### src/rtl/resolve_noite.sv
// Night-phase resolver: collects the wolf's target and the doctor's protection,
// applies the kill to the alive mask and reports the victim and victory flags.
module resolve_noite #(
    parameter int N_JOG = 5,
    parameter int W_IDX = 3
) (
    input  logic               clock,
    input  logic               reset,
    input  logic               novo_jogo,
    input  logic               inicia,
    input  logic [2*N_JOG-1:0] jogo,
    input  logic [W_IDX-1:0]   jogador_sel,
    input  logic               confirma,
    output logic [N_JOG-1:0]   vivos,
    output logic [W_IDX-1:0]   morto_idx,
    output logic               houve_morte,
    output logic               erro_sel,
    output logic               pronto,
    output logic               vitoria_lobo,
    output logic               vitoria_aldeoes,
    output logic [4:0]         db_estado
);

    localparam int NSEL = 1 << W_IDX;

    typedef enum logic [2:0] {
        OCIOSO         = 3'd0,
        ESCOLHE_LOBO   = 3'd1,
        ESCOLHE_MEDICO = 3'd2,
        RESOLVE        = 3'd3,
        FIM            = 3'd4
    } estado_t;

    estado_t            estado_q, estado_d;
    logic [N_JOG-1:0]   vivos_q, vivos_d;
    logic [W_IDX-1:0]   alvo_lobo_q, alvo_lobo_d;
    logic [W_IDX-1:0]   alvo_med_q, alvo_med_d;
    logic [W_IDX-1:0]   morto_q, morto_d;
    logic               houve_q, houve_d;
    logic               erro_q, erro_d;
    logic               pronto_q, pronto_d;

    logic [W_IDX-1:0]   lobo_idx, med_idx;
    logic               lobo_ok, med_ok;
    logic [NSEL-1:0]    vivos_ext;
    logic               lobo_vivo, lobo_vivo_novo, med_vivo, sel_vivo;
    logic [2:0]         vivos_cnt;

    // Role decode; the wider alive vector makes out-of-range selections read as dead.
    always_comb begin
        lobo_idx = '0;
        lobo_ok  = 1'b0;
        med_idx  = '0;
        med_ok   = 1'b0;
        for (int i = 0; i < N_JOG; i++) begin
            if (jogo[2*N_JOG-1-2*i -: 2] == 2'b01) begin
                lobo_idx = W_IDX'(i);
                lobo_ok  = 1'b1;
            end
            if (jogo[2*N_JOG-1-2*i -: 2] == 2'b10) begin
                med_idx = W_IDX'(i);
                med_ok  = 1'b1;
            end
        end
    end

    assign vivos_ext      = NSEL'(vivos_q);
    assign lobo_vivo      = lobo_ok & vivos_ext[lobo_idx];
    assign lobo_vivo_novo = lobo_ok & (novo_jogo | vivos_ext[lobo_idx]);
    assign med_vivo       = med_ok & vivos_ext[med_idx];
    assign sel_vivo       = vivos_ext[jogador_sel];

    always_comb begin
        vivos_cnt = '0;
        for (int i = 0; i < N_JOG; i++) begin
            vivos_cnt = vivos_cnt + {2'b00, vivos_q[i]};
        end
    end

    always_comb begin
        estado_d    = estado_q;
        vivos_d     = vivos_q;
        alvo_lobo_d = alvo_lobo_q;
        alvo_med_d  = alvo_med_q;
        morto_d     = morto_q;
        houve_d     = houve_q;
        erro_d      = 1'b0;
        pronto_d    = 1'b0;
        case (estado_q)
            OCIOSO: begin
                if (novo_jogo) begin
                    vivos_d = '1;
                end
                if (inicia) begin
                    if (lobo_vivo_novo) begin
                        estado_d = ESCOLHE_LOBO;
                    end else begin
                        estado_d = FIM;
                        houve_d  = 1'b0;
                    end
                end
            end
            ESCOLHE_LOBO: begin
                if (confirma) begin
                    if (sel_vivo && jogador_sel != lobo_idx) begin
                        alvo_lobo_d = jogador_sel;
                        estado_d    = med_vivo ? ESCOLHE_MEDICO : RESOLVE;
                    end else begin
                        erro_d = 1'b1;
                    end
                end
            end
            ESCOLHE_MEDICO: begin
                if (confirma) begin
                    if (sel_vivo) begin
                        alvo_med_d = jogador_sel;
                        estado_d   = RESOLVE;
                    end else begin
                        erro_d = 1'b1;
                    end
                end
            end
            RESOLVE: begin
                // A dead doctor leaves a stale alvo_med_q, so it never saves anyone.
                if (!med_vivo || alvo_med_q != alvo_lobo_q) begin
                    vivos_d = vivos_q & ~(N_JOG'(1) << alvo_lobo_q);
                    morto_d = alvo_lobo_q;
                    houve_d = 1'b1;
                end else begin
                    houve_d = 1'b0;
                end
                estado_d = FIM;
            end
            FIM: begin
                pronto_d = 1'b1;
                estado_d = OCIOSO;
            end
            default: estado_d = OCIOSO;
        endcase
    end

    always_ff @(posedge clock) begin
        if (!reset) begin
            estado_q    <= OCIOSO;
            vivos_q     <= '1;
            alvo_lobo_q <= '0;
            alvo_med_q  <= '0;
            morto_q     <= '0;
            houve_q     <= 1'b0;
            erro_q      <= 1'b0;
            pronto_q    <= 1'b0;
        end else begin
            estado_q    <= estado_d;
            vivos_q     <= vivos_d;
            alvo_lobo_q <= alvo_lobo_d;
            alvo_med_q  <= alvo_med_d;
            morto_q     <= morto_d;
            houve_q     <= houve_d;
            erro_q      <= erro_d;
            pronto_q    <= pronto_d;
        end
    end

    assign vivos           = vivos_q;
    assign morto_idx       = morto_q;
    assign houve_morte     = houve_q;
    assign erro_sel        = erro_q;
    assign pronto          = pronto_q;
    assign vitoria_lobo    = lobo_vivo && (vivos_cnt <= 3'd2);
    assign vitoria_aldeoes = !lobo_vivo;
    assign db_estado       = (estado_q <= FIM) ? 5'(estado_q) : 5'b11111;

endmodule

### config.mk
export PLATFORM = sky130hd
export DESIGN_NAME = resolve_noite
export DESIGN_NICKNAME = d
export VERILOG_FILES = /design/src/rtl/resolve_noite.sv
export SDC_FILE = /design/constraint.sdc
export NUM_CORES = 1
export LEC_CHECK = 0
export BUFFER_PORTS_ARGS = -buffer_cell sky130_fd_sc_hd__buf_2
export CORE_MARGIN = 8
export CORE_UTILIZATION = 30
export DETAILED_ROUTE_END_ITERATION = 8
export PLACE_DENSITY_LB_ADDON = 0.25
export SYNTH_ARGS = -nofsm -noshare
export SYNTH_HDL_FRONTEND = slang
export SYNTH_SLANG_ARGS = --single-unit
export TNS_END_PERCENT = 30
### constraint.sdc
create_clock -name clock -period 4.7 [get_ports clock]
set_clock_uncertainty 0.1 [all_clocks]
set_input_delay 0 -clock clock [delete_from_list [all_inputs] [get_ports clock]]
set_output_delay 0 -clock clock [all_outputs]
set_load 0.02 [all_outputs]
==> results.md, run 1 <==
- The source of the critical timing path is vivos[1].
- The share of the clock period used by the worst path is 49.7%.
- The clock latency reported for the late side of the worst-skew pair is between 0.2 and 0.3 ns.
- The average instance in the mapped netlist occupies between 7 and 8 um^2.
- The endpoint of the worst-slack reg-to-reg timing path is vivos[2].
- The arrival time at the worst endpoint is approximately 2.2 ns.
- The maximum buffer depth of the clock tree is 2.
- For the finished layout, the period the worst path requires is around 2.3 ns.
- Setup repair after global routing left no endpoint under its margin.
- The initial detailed-routing violation count is 45.
- The relative slew slack is between 60% and 70%.
- The largest individual stage delay along the critical path comes from the cell sky130_fd_sc_hd__dfxtp_1.
- The routed layout has approximately 1300 vias.
- The accumulated negative setup slack is 0 ns.
- The quantity of I/O buffers inserted on ports is 35.
- The critical path required time is between 4 and 5 ns.
- CTS built an H-tree with a depth of 1.
- The maximum clock frequency is between 400 and 500 MHz.
- The final weighted congestion in routability-driven placement is 0.796.
- The fraction of layout cells with a size suffix above 1 is 22.8%.
- The clock net in this run drives a total of 20 sinks.
- The critical-path maximum fanout is 7.
- In this run the number of cells on the critical path is 6.
- The register bit count reported by yosys is 20.
- The commonest cells after synthesis are 27 x sky130_fd_sc_hd__nand2_1, 20 x sky130_fd_sc_hd__dfxtp_1, 15 x sky130_fd_sc_hd__nor2_1.
- For this run, the share of the core covered by cells in the final layout is between 30% and 40%.
- STA classifies the critical path endpoint as a primary output.
- Clock tree synthesis inserted a total of 3 buffers.
- The buffer and inverter count on the worst path is 1.
- Before antenna repair, the detailed router went through 4 iterations.
- Entering global routing, the biggest net connects 21 pins.
- The detailed placer's ending HPWL is approximately 2800 um.
- For the worst flop-to-flop path, the logic depth is 6.
- The worst min-delay path category is input pin to flop.
- The final count of pins violating max slew came to 0.
- The share of synthesized area occupied by flip-flops and latches is between 20 and 30%.
- The cell family contributing the most delay on the critical path is adder cells.
- The most numerous cell type found on the critical path is sky130_fd_sc_hd__fa_1.
- Setup violations remaining at the end of the flow were counted as 0.
- For this design the ratio of total power to cell area is about 270 nW/um^2.
- The maximum cell stage delay along the critical path is ~0.48 ns.
- In the synthesized netlist the dominant register cell turns out to be sky130_fd_sc_hd__dfxtp_1.
- The total of max-cap violations is 0.
- The total die area is about 7000 um^2.
- The number of inserted diodes is 0.
- The initialized floorplan defines 25 standard-cell rows.
- The instance area after placement is between 1500 and 2000 um^2.
- The type of origin of the critical path is a flop.
- The die height is ~84 um.
- Across every metal layer, demand over resource in global routing totals 10.3%.
- After synthesis, the largest area contributor takes up between 20 and 30% of total cell area.
- The count of final hold-check violations came to 0.
- The total overflow left after global routing is 0.
- Buffers added to address setup during post-CTS repair amount to 0.
- The number of warnings printed during yosys synthesis is 0.
- After synthesis, the cell types taking the most area are sky130_fd_sc_hd__dfxtp_1 29%, sky130_fd_sc_hd__mux2i_1 7.9%, sky130_fd_sc_hd__nand2_1 7.3%.
- The minimum setup slack in the final design is around 2.4 ns.
- IR analysis of the VDD net gives a maximum drop of between 0.1 and 0.15 mV.
- Counting flops with a built-in enable in the synthesized netlist gives 0.
- For flop-to-flop paths, the worst setup slack is approximately 2.4 ns.
- The post-synth design cell area is ~1400 um^2.
- The number of placed I/O pins is 36.
- In this run the critical register-to-register path is launched from vivos[0].
- The effective utilization at floorplan is a little under a third.
- From left edge to right edge, the die measures 84.2 um.
- TritonCTS built the clock tree.
- The via count normalized by instance count is about 5.1.
- The area growth from synthesis to layout is 20.4%.
- Synthesis handed over a netlist of 175 instances.
- The leakage dissipation is roughly 0.73 nW.
- The finished cells cover 1680 um^2.
- The clock transition at the registers of the reported paths is 0.08 ns.
- The post-placement worst setup slack is ~2.4 ns.
- The leading cell type by number of instances after synthesis is sky130_fd_sc_hd__nand2_1.
- The run finished with clean final reports.
- The critical path ends at vitoria_lobo.
- The share of flip-flops with an asynchronous set or reset is 0%.
- Walking the worst path, the cells encountered are fa_1 -> fa_1 -> ha_1 -> a21oi_1 -> nor2_1 -> buf_2.
- After detailed routing, the total wire length is approximately 3700 um.
- The largest total area in the synthesized netlist belongs to sky130_fd_sc_hd__dfxtp_1.
- The initial antenna violation count is 0.
- The number of global-route vias before repair is about 1300.
- In this run the remaining antenna-violating nets after routing total 0.
- For this run, design rule violations remaining after detail routing come to 0.
- The setup path with the least slack is of type flop to primary output.
- At the pin with the least slew margin, the transition time is roughly 0.53 ns.
- The number of different library cells used by synthesis comes to 48.
- The net count after synthesis is roughly 200.
- The first global-routing pass estimated between 6000 and 7000 um of wire.
- The average wire per standard cell is roughly 14 um.
- The core area is between 4000 and 5000 um^2.
- CTS placed an instance of sky130_fd_sc_hd__clkbuf_8 at the clock tree root.
- For this run, the post-layout net count is about 230.
## layout by cell type (no fill, tap or decap), drive strengths merged, types with 5 or more instances in the layout
master	count
buf	35
nand2	27
dfxtp	20
nor2	15
nor2b	12
mux2i	11
nand2b	7
inv	6
a21oi	6
nor3	5
## layer usage
layer  share of wire, %  global-route usage (%)  vias to the layer above  routed length [um]
met4               0.66                    3.45                        0                  24
met1                 50                    13.6                      616                1830
met5                  0                       0                        -                   0
met2                 44                    15.9                       38                1600
li1                   -                       -                      681                   -
met3                5.6                    2.32                        2                 205
## logic make-up after synthesis
family,share of synthesized area (%)
simple gates,31.5
compound gates,18.6
flops,28.7
buf+inv,5.38
mux,8.69
xor+xnor,2.51
fa+ha+maj,4.66
## what timing repair did
| action | in CTS | in global routing |
|---|---|---|
| endpoints found under the hold margin | 4 | 0 |
| gates resized for setup | 0 | 0 |
| hold buffers | 4 | 0 |
## sequential cells by signal (all words and copies together), names as in the netlist
register,flops
houve_morte,1
alvo_lobo_q,3
alvo_med_q,3
vivos,5
estado_q,3
morto_idx,3
pronto,1
erro_sel,1
## worst min path at each step
| stage | startpoint | endpoint | depth (start not counted) |
|---|---|---|---|
| 6_report | inicia | houve_morte | 4 |
| 5_1_grt | reset | alvo_lobo_q[2] | 3 |
| 4_1_cts | inicia | houve_morte | 4 |
| 3_3_place_gp | confirma | erro_sel | 3 |
| 3_5_place_dp | confirma | erro_sel | 3 |
| 2_1_floorplan | confirma | erro_sel | 2 |
## power by group
group	internal, mW	switching, mW
Clock	0.0746	0.0588
Combinational	0.0561	0.0744
Sequential	0.177	0.0169
Total	0.308	0.150
## area by class of cell
cell class	instances	area (um^2)
Inverter	6	22.5
Multi-Input combinational cell	137	921
Clock buffer	4	55.1
Fill cell	484	2920
Tap cell	54	67.6
Sequential cell	20	400
Timing Repair Buffer	39	215
## worst min-delay path, delay by kind of cell
family | cells | cell delay, ns
buffers and inverters | 1 | 0.11
and+or+nand+nor | 1 | 0.05
AOI/OAI and AO/OA | 2 | 0.21
## metrics by stage
| stage | hold slack (ns) | total power, mW | cells |
|---|---|---|---|
| final | 0.0537 | 0.458 | 260 |
| after global routing | 0.0724 | 0.486 | 260 |
| after CTS | 0.0440 | 0.461 | 260 |
| after detailed placement | 0.185 | 0.325 | 252 |
| after global placement | 0.188 | 0.328 | 252 |
| after floorplan | 0.0341 | 0.293 | 175 |
(Power assumes the default switching activity.)
==> run 2: changes to the inputs <==
--- a/config.mk
+++ b/config.mk
@@ -5,6 +5,7 @@
 export SDC_FILE = /design/constraint.sdc
 export NUM_CORES = 1
 export LEC_CHECK = 0
+export ABC_AREA = 1
 export BUFFER_PORTS_ARGS = -buffer_cell sky130_fd_sc_hd__buf_2
 export CORE_MARGIN = 8
 export CORE_UTILIZATION = 30
==> constraint.sdc (replaced) <==
create_clock -name clock -period 1.9 [get_ports clock]
set_clock_uncertainty 0.1 [all_clocks]
set_input_delay 0 -clock clock [delete_from_list [all_inputs] [get_ports clock]]
set_output_delay 0 -clock clock [all_outputs]
set_load 0.02 [all_outputs]
==> results.md, run 2 <==
- The flow ran to the end, but the final reports show violations.
- On the critical path the largest part of the delay comes from adder cells.
- The critical path required time came to 1.80 ns (-2.80 ns).
- The library cells used most frequently in the layout, excluding fill and tap cells, are 58 x sky130_fd_sc_hd__nand2_1, 34 x sky130_fd_sc_hd__buf_2, 27 x sky130_fd_sc_hd__inv_1, 17 x sky130_fd_sc_hd__dfxtp_1, 15 x sky130_fd_sc_hd__a21oi_1.
- The number of placed cells counting well taps came to 294 (+17%).
- The count of endpoints failing setup in the final report is 1 (+1).
- The share of flip-flops with an asynchronous set or reset was 0% (unchanged).
- The fraction of layout cells with a size suffix above 1 came to 27.2% (+4.4 points).
- The min-delay analysis places its worst path in the category input pin to flop.
- The net count after synthesis is 229 (+16%).
- The final count of pins violating max slew is 0 (unchanged).
- The minimum period implied by the final worst setup slack is 2.30 ns.
- The total power divided by cell area is 975 nW/um^2 (+260%).
- The total wire length is 3690 um (+0.68%).
- Leaving out fill and tap cells, the most frequent cell in the layout is sky130_fd_sc_hd__nand2_1.
- The clock latency reported for the late side of the worst-skew pair is 0.26 ns (about the same).
- The final weighted congestion in routability-driven placement came to 0.768 (-3.5%).
- The number of CTS-inserted buffers is 3 (unchanged).
- The via count normalized by instance count was 4.76 (-7.5%).
- The count of non-filler cells in the finished layout is 302 (+16%).
- The number of inserted diodes is 0 (unchanged).
- TritonCTS built the clock tree.
- The type of origin of the critical path is a flop.
- The area growth from synthesis to final layout is 28.7%.
- The total die area was 6810 um^2 (-3.9%).
- The global routing usage summed across all routing layers is 11.9% (+1.6 points).
- The count of TritonRoute iterations in the first routing pass is 4 (unchanged).
- The number of warnings printed during yosys synthesis is 0 (unchanged).
- After synthesis, the cell types taking the most area are sky130_fd_sc_hd__dfxtp_1 30%, sky130_fd_sc_hd__nand2_1 17%, sky130_fd_sc_hd__inv_1 7.6%.
- The CTS sink count is 20 (unchanged).
- The post-synth design cell area was 1330 um^2 (-4.8%).
- The quantity of I/O buffers inserted on ports is 35 (unchanged).
- The slowest cell on the critical path is sky130_fd_sc_hd__fa_1.
- Setup repair after global routing could not meet its margin everywhere.
- The number of flip-flops in the largest register is 5 (unchanged).
- The initial detailed-routing violation count is 43 (-4.4%).
- The average wire per standard cell is 12.2 um (-13%).
- The leading cell type by number of instances after synthesis is sky130_fd_sc_hd__nand2_1.
- The footprint of the multi-input gates came to 822 um^2 (-11%).
- The initial antenna violation count is 0 (unchanged).
- The slew at the pin with the worst max-slew slack was 0.303 ns (-0.227 ns).
- The number of global-route vias before repair is 1446 (+9.3%).
- The checks that failed: setup timing.
- The number of unique standard cell types used by synthesis is 31 (-35%).
- The number of placed I/O pins is 36 (unchanged).
- The number of nets with antenna violations after routing was 0 (unchanged).
- The accumulated negative setup slack came to -0.403 ns (-0.403 ns).
- The share of synthesized area occupied by flip-flops and latches was 30.1% (+1.5 points).
- Walking the worst path, the cells encountered are fa_1 -> fa_2 -> ha_1 -> nor3b_2 -> a2bb2oi_2 -> buf_6.
- The register bit count reported by yosys is 20 (unchanged).
- In the finished design, the share of the clock period the worst path needs comes to 121%.
- CTS placed an instance of sky130_fd_sc_hd__clkbuf_8 at the clock tree root.
- The effective utilization at floorplan is 30.7% (+0.36 points).
- The arrival time at the worst endpoint is 2.20 ns (-0.04 ns).
- The maximum cell stage delay along the critical path is 0.49 ns (about the same).
- The minimum setup slack in the final design is -0.403 ns (-2.77 ns).
- The H-tree depth is 1 (unchanged).
- The width of the chip is 82.6 um (-2.0%).
- The maximum buffer depth of the clock tree was 2 (unchanged).
- The global-route congestion overflow total is 0 (unchanged).
- The number of flops mapped to enable cells by yosys was 0 (unchanged).
- The utilization of the core after routing came to 39.6% (+3.0 points).
- The minimum hold slack was 0.0273 ns (-0.0264 ns).
- The via total after detailed routing is 1437 (+7.5%).
- The library cell occupying the most area in the post-synthesis netlist is sky130_fd_sc_hd__dfxtp_1.
- The largest net degree at the start of global routing was 15 (-29%).
- The worst-case vdd ir drop was 0.315 mV (+190%).
- The cell row count came to 24 (-4.0%).
- The relative slew slack was 79.7% (+15 points).
- The total of fill cells in the finished design came to 485 (+0.21%).
- The global-route wire length before repair is 6420 um (+3.0%).
- The total number of nets in the final design is 273 (+19%).
- The type of destination of the critical path is a primary output.
- The critical-path maximum fanout is 2 (-5).
- The share of Yosys cell area claimed by the top area cell type is 30.1% (+1.5 points).
- The detailed placer's ending HPWL is 2980 um (+5.4%).
- The DRC violations left came to 0 (unchanged).
- Counting instances in the post-synthesis netlist gives the leading cell types as 59 x sky130_fd_sc_hd__nand2_1, 27 x sky130_fd_sc_hd__inv_1, 20 x sky130_fd_sc_hd__dfxtp_1.
- The buffer and inverter count on the worst path is 1 (unchanged).
- The count of final hold-check violations is 0 (unchanged).
- The die height is 82.6 um (-2.0%).
- Static timing analysis puts the maximum clock frequency at roughly 430 MHz.
- The clock transition at the registers of the reported paths is 0.08 ns (about the same).
- The startpoint-to-endpoint class of the critical path is flop to primary output.
- The footprint of the flip-flops and latches was 412 um^2 (+2.8%).
- The leakage dissipation is 0.856 nW (+18%).
- The synthesized area divided by synthesized cell count is 6.42 um^2 (-20%).
- The most frequently used flop master after synthesis is sky130_fd_sc_hd__dfxtp_1.
- The number of standard cells after synthesis is 207 (+18%).
- The total of max-cap violations is 0 (unchanged).
- The core area was 4320 um^2 (-6.0%).
==> run 2: changes by cell type after synthesis, moves of 7 or more <==
cell,delta
sky130_fd_sc_hd__nand2b_1,-7
sky130_fd_sc_hd__inv_1,+21
sky130_fd_sc_hd__clkbuf_1,-7
sky130_fd_sc_hd__a21oi_1,+9
sky130_fd_sc_hd__nand2_2,+8
sky130_fd_sc_hd__nand3_1,+10
sky130_fd_sc_hd__nor2b_1,-11
sky130_fd_sc_hd__mux2i_1,-11
sky130_fd_sc_hd__nand2_1,+32
==> run 2: metrics by stage <==
stage	area [um^2]	total power, mW	setup WS [ns]
2_1_floorplan	1350	1.13	-0.0930
3_3_place_gp	1600	1.33	-0.112
3_5_place_dp	1600	1.34	-0.143
4_1_cts	1700	1.69	-0.437
5_1_grt	1710	1.83	-0.486
6_report	1710	1.67	-0.403
==> run 2: worst paths after layout <==
path / startpoint / end / slack [ns] / depth (start not counted)
setup / recovery: vivos[0] / vitoria_lobo / -0.40 / 6
hold / removal: jogador_sel[0] / alvo_med_q[0] / 0.03 / 3
setup reg to reg: vivos[1] / vivos[3] / 0.23 / 15
hold reg to reg: alvo_med_q[0] / alvo_med_q[0] / 0.38 / 2
==> run 2: cell families after synthesis <==
group | count (synthesis) | share of synthesized area (%)
XOR/XNOR | 2 | 1.32
adder cells (fa/ha/maj) | 4 | 4.90
flip-flops | 20 | 30.1
buffers and inverters | 33 | 9.61
AND/OR/NAND/NOR | 115 | 39.8
AO/OA/AOI/OAI | 33 | 14.2
==> run 2: layer usage <==
layer | track usage [%] | vias to the layer above | share of wire [%]
li1 | - | 749 | -
met1 | 14.6 | 651 | 47
met2 | 19.7 | 32 | 44
met3 | 2.38 | 5 | 6.9
met4 | 5.00 | 0 | 1.5
met5 | 0 | - | 0
==> run 2: cell type report <==
class | instances | area share (%)
clock buffers | 4 | 3.22
inverters | 30 | 6.58
multi-input cells | 154 | 48.1
flip-flops and latches | 20 | 24.1
well taps | 52 | 3.80
repair buffers | 42 | 14.3
==> run 2: timing repair <==
action                                  CTS  global route
hold endpoints to repair                 10             0
hold buffers                              4             0
cloned                                    0             0
pin swaps                                 0             1
buffers inserted                          0             0
gates resized for setup                   1             3
endpoints found under the setup margin    1             6
==> run 2: power by group <==
| group | switching [mW] | internal [mW] | total [mW] | leakage, nW |
|---|---|---|---|---|
| Combinational | 0.511 | 0.279 | 0.790 | 0.665 |
| Clock | 0.145 | 0.185 | 0.330 | 0.0288 |
| Sequential | 0.0617 | 0.486 | 0.548 | 0.162 |
==> run 2: worst register-to-register path, stage by stage (launching register included) <==
cell and delay [ns]:
sky130_fd_sc_hd__dfxtp_4 0.35, sky130_fd_sc_hd__buf_4 0.15, sky130_fd_sc_hd__nand3_1 0.09, sky130_fd_sc_hd__nand2_1 0.05
sky130_fd_sc_hd__inv_1 0.05, sky130_fd_sc_hd__nand2_1 0.04, sky130_fd_sc_hd__nand2_1 0.06, sky130_fd_sc_hd__nand2_1 0.05
sky130_fd_sc_hd__nand2_1 0.06, sky130_fd_sc_hd__nand2_2 0.09, sky130_fd_sc_hd__nand2_1 0.09, sky130_fd_sc_hd__nand2_2 0.09
sky130_fd_sc_hd__nand2_4 0.10, sky130_fd_sc_hd__nand2_1 0.07, sky130_fd_sc_hd__nand2_1 0.06, sky130_fd_sc_hd__nand3_1 0.05
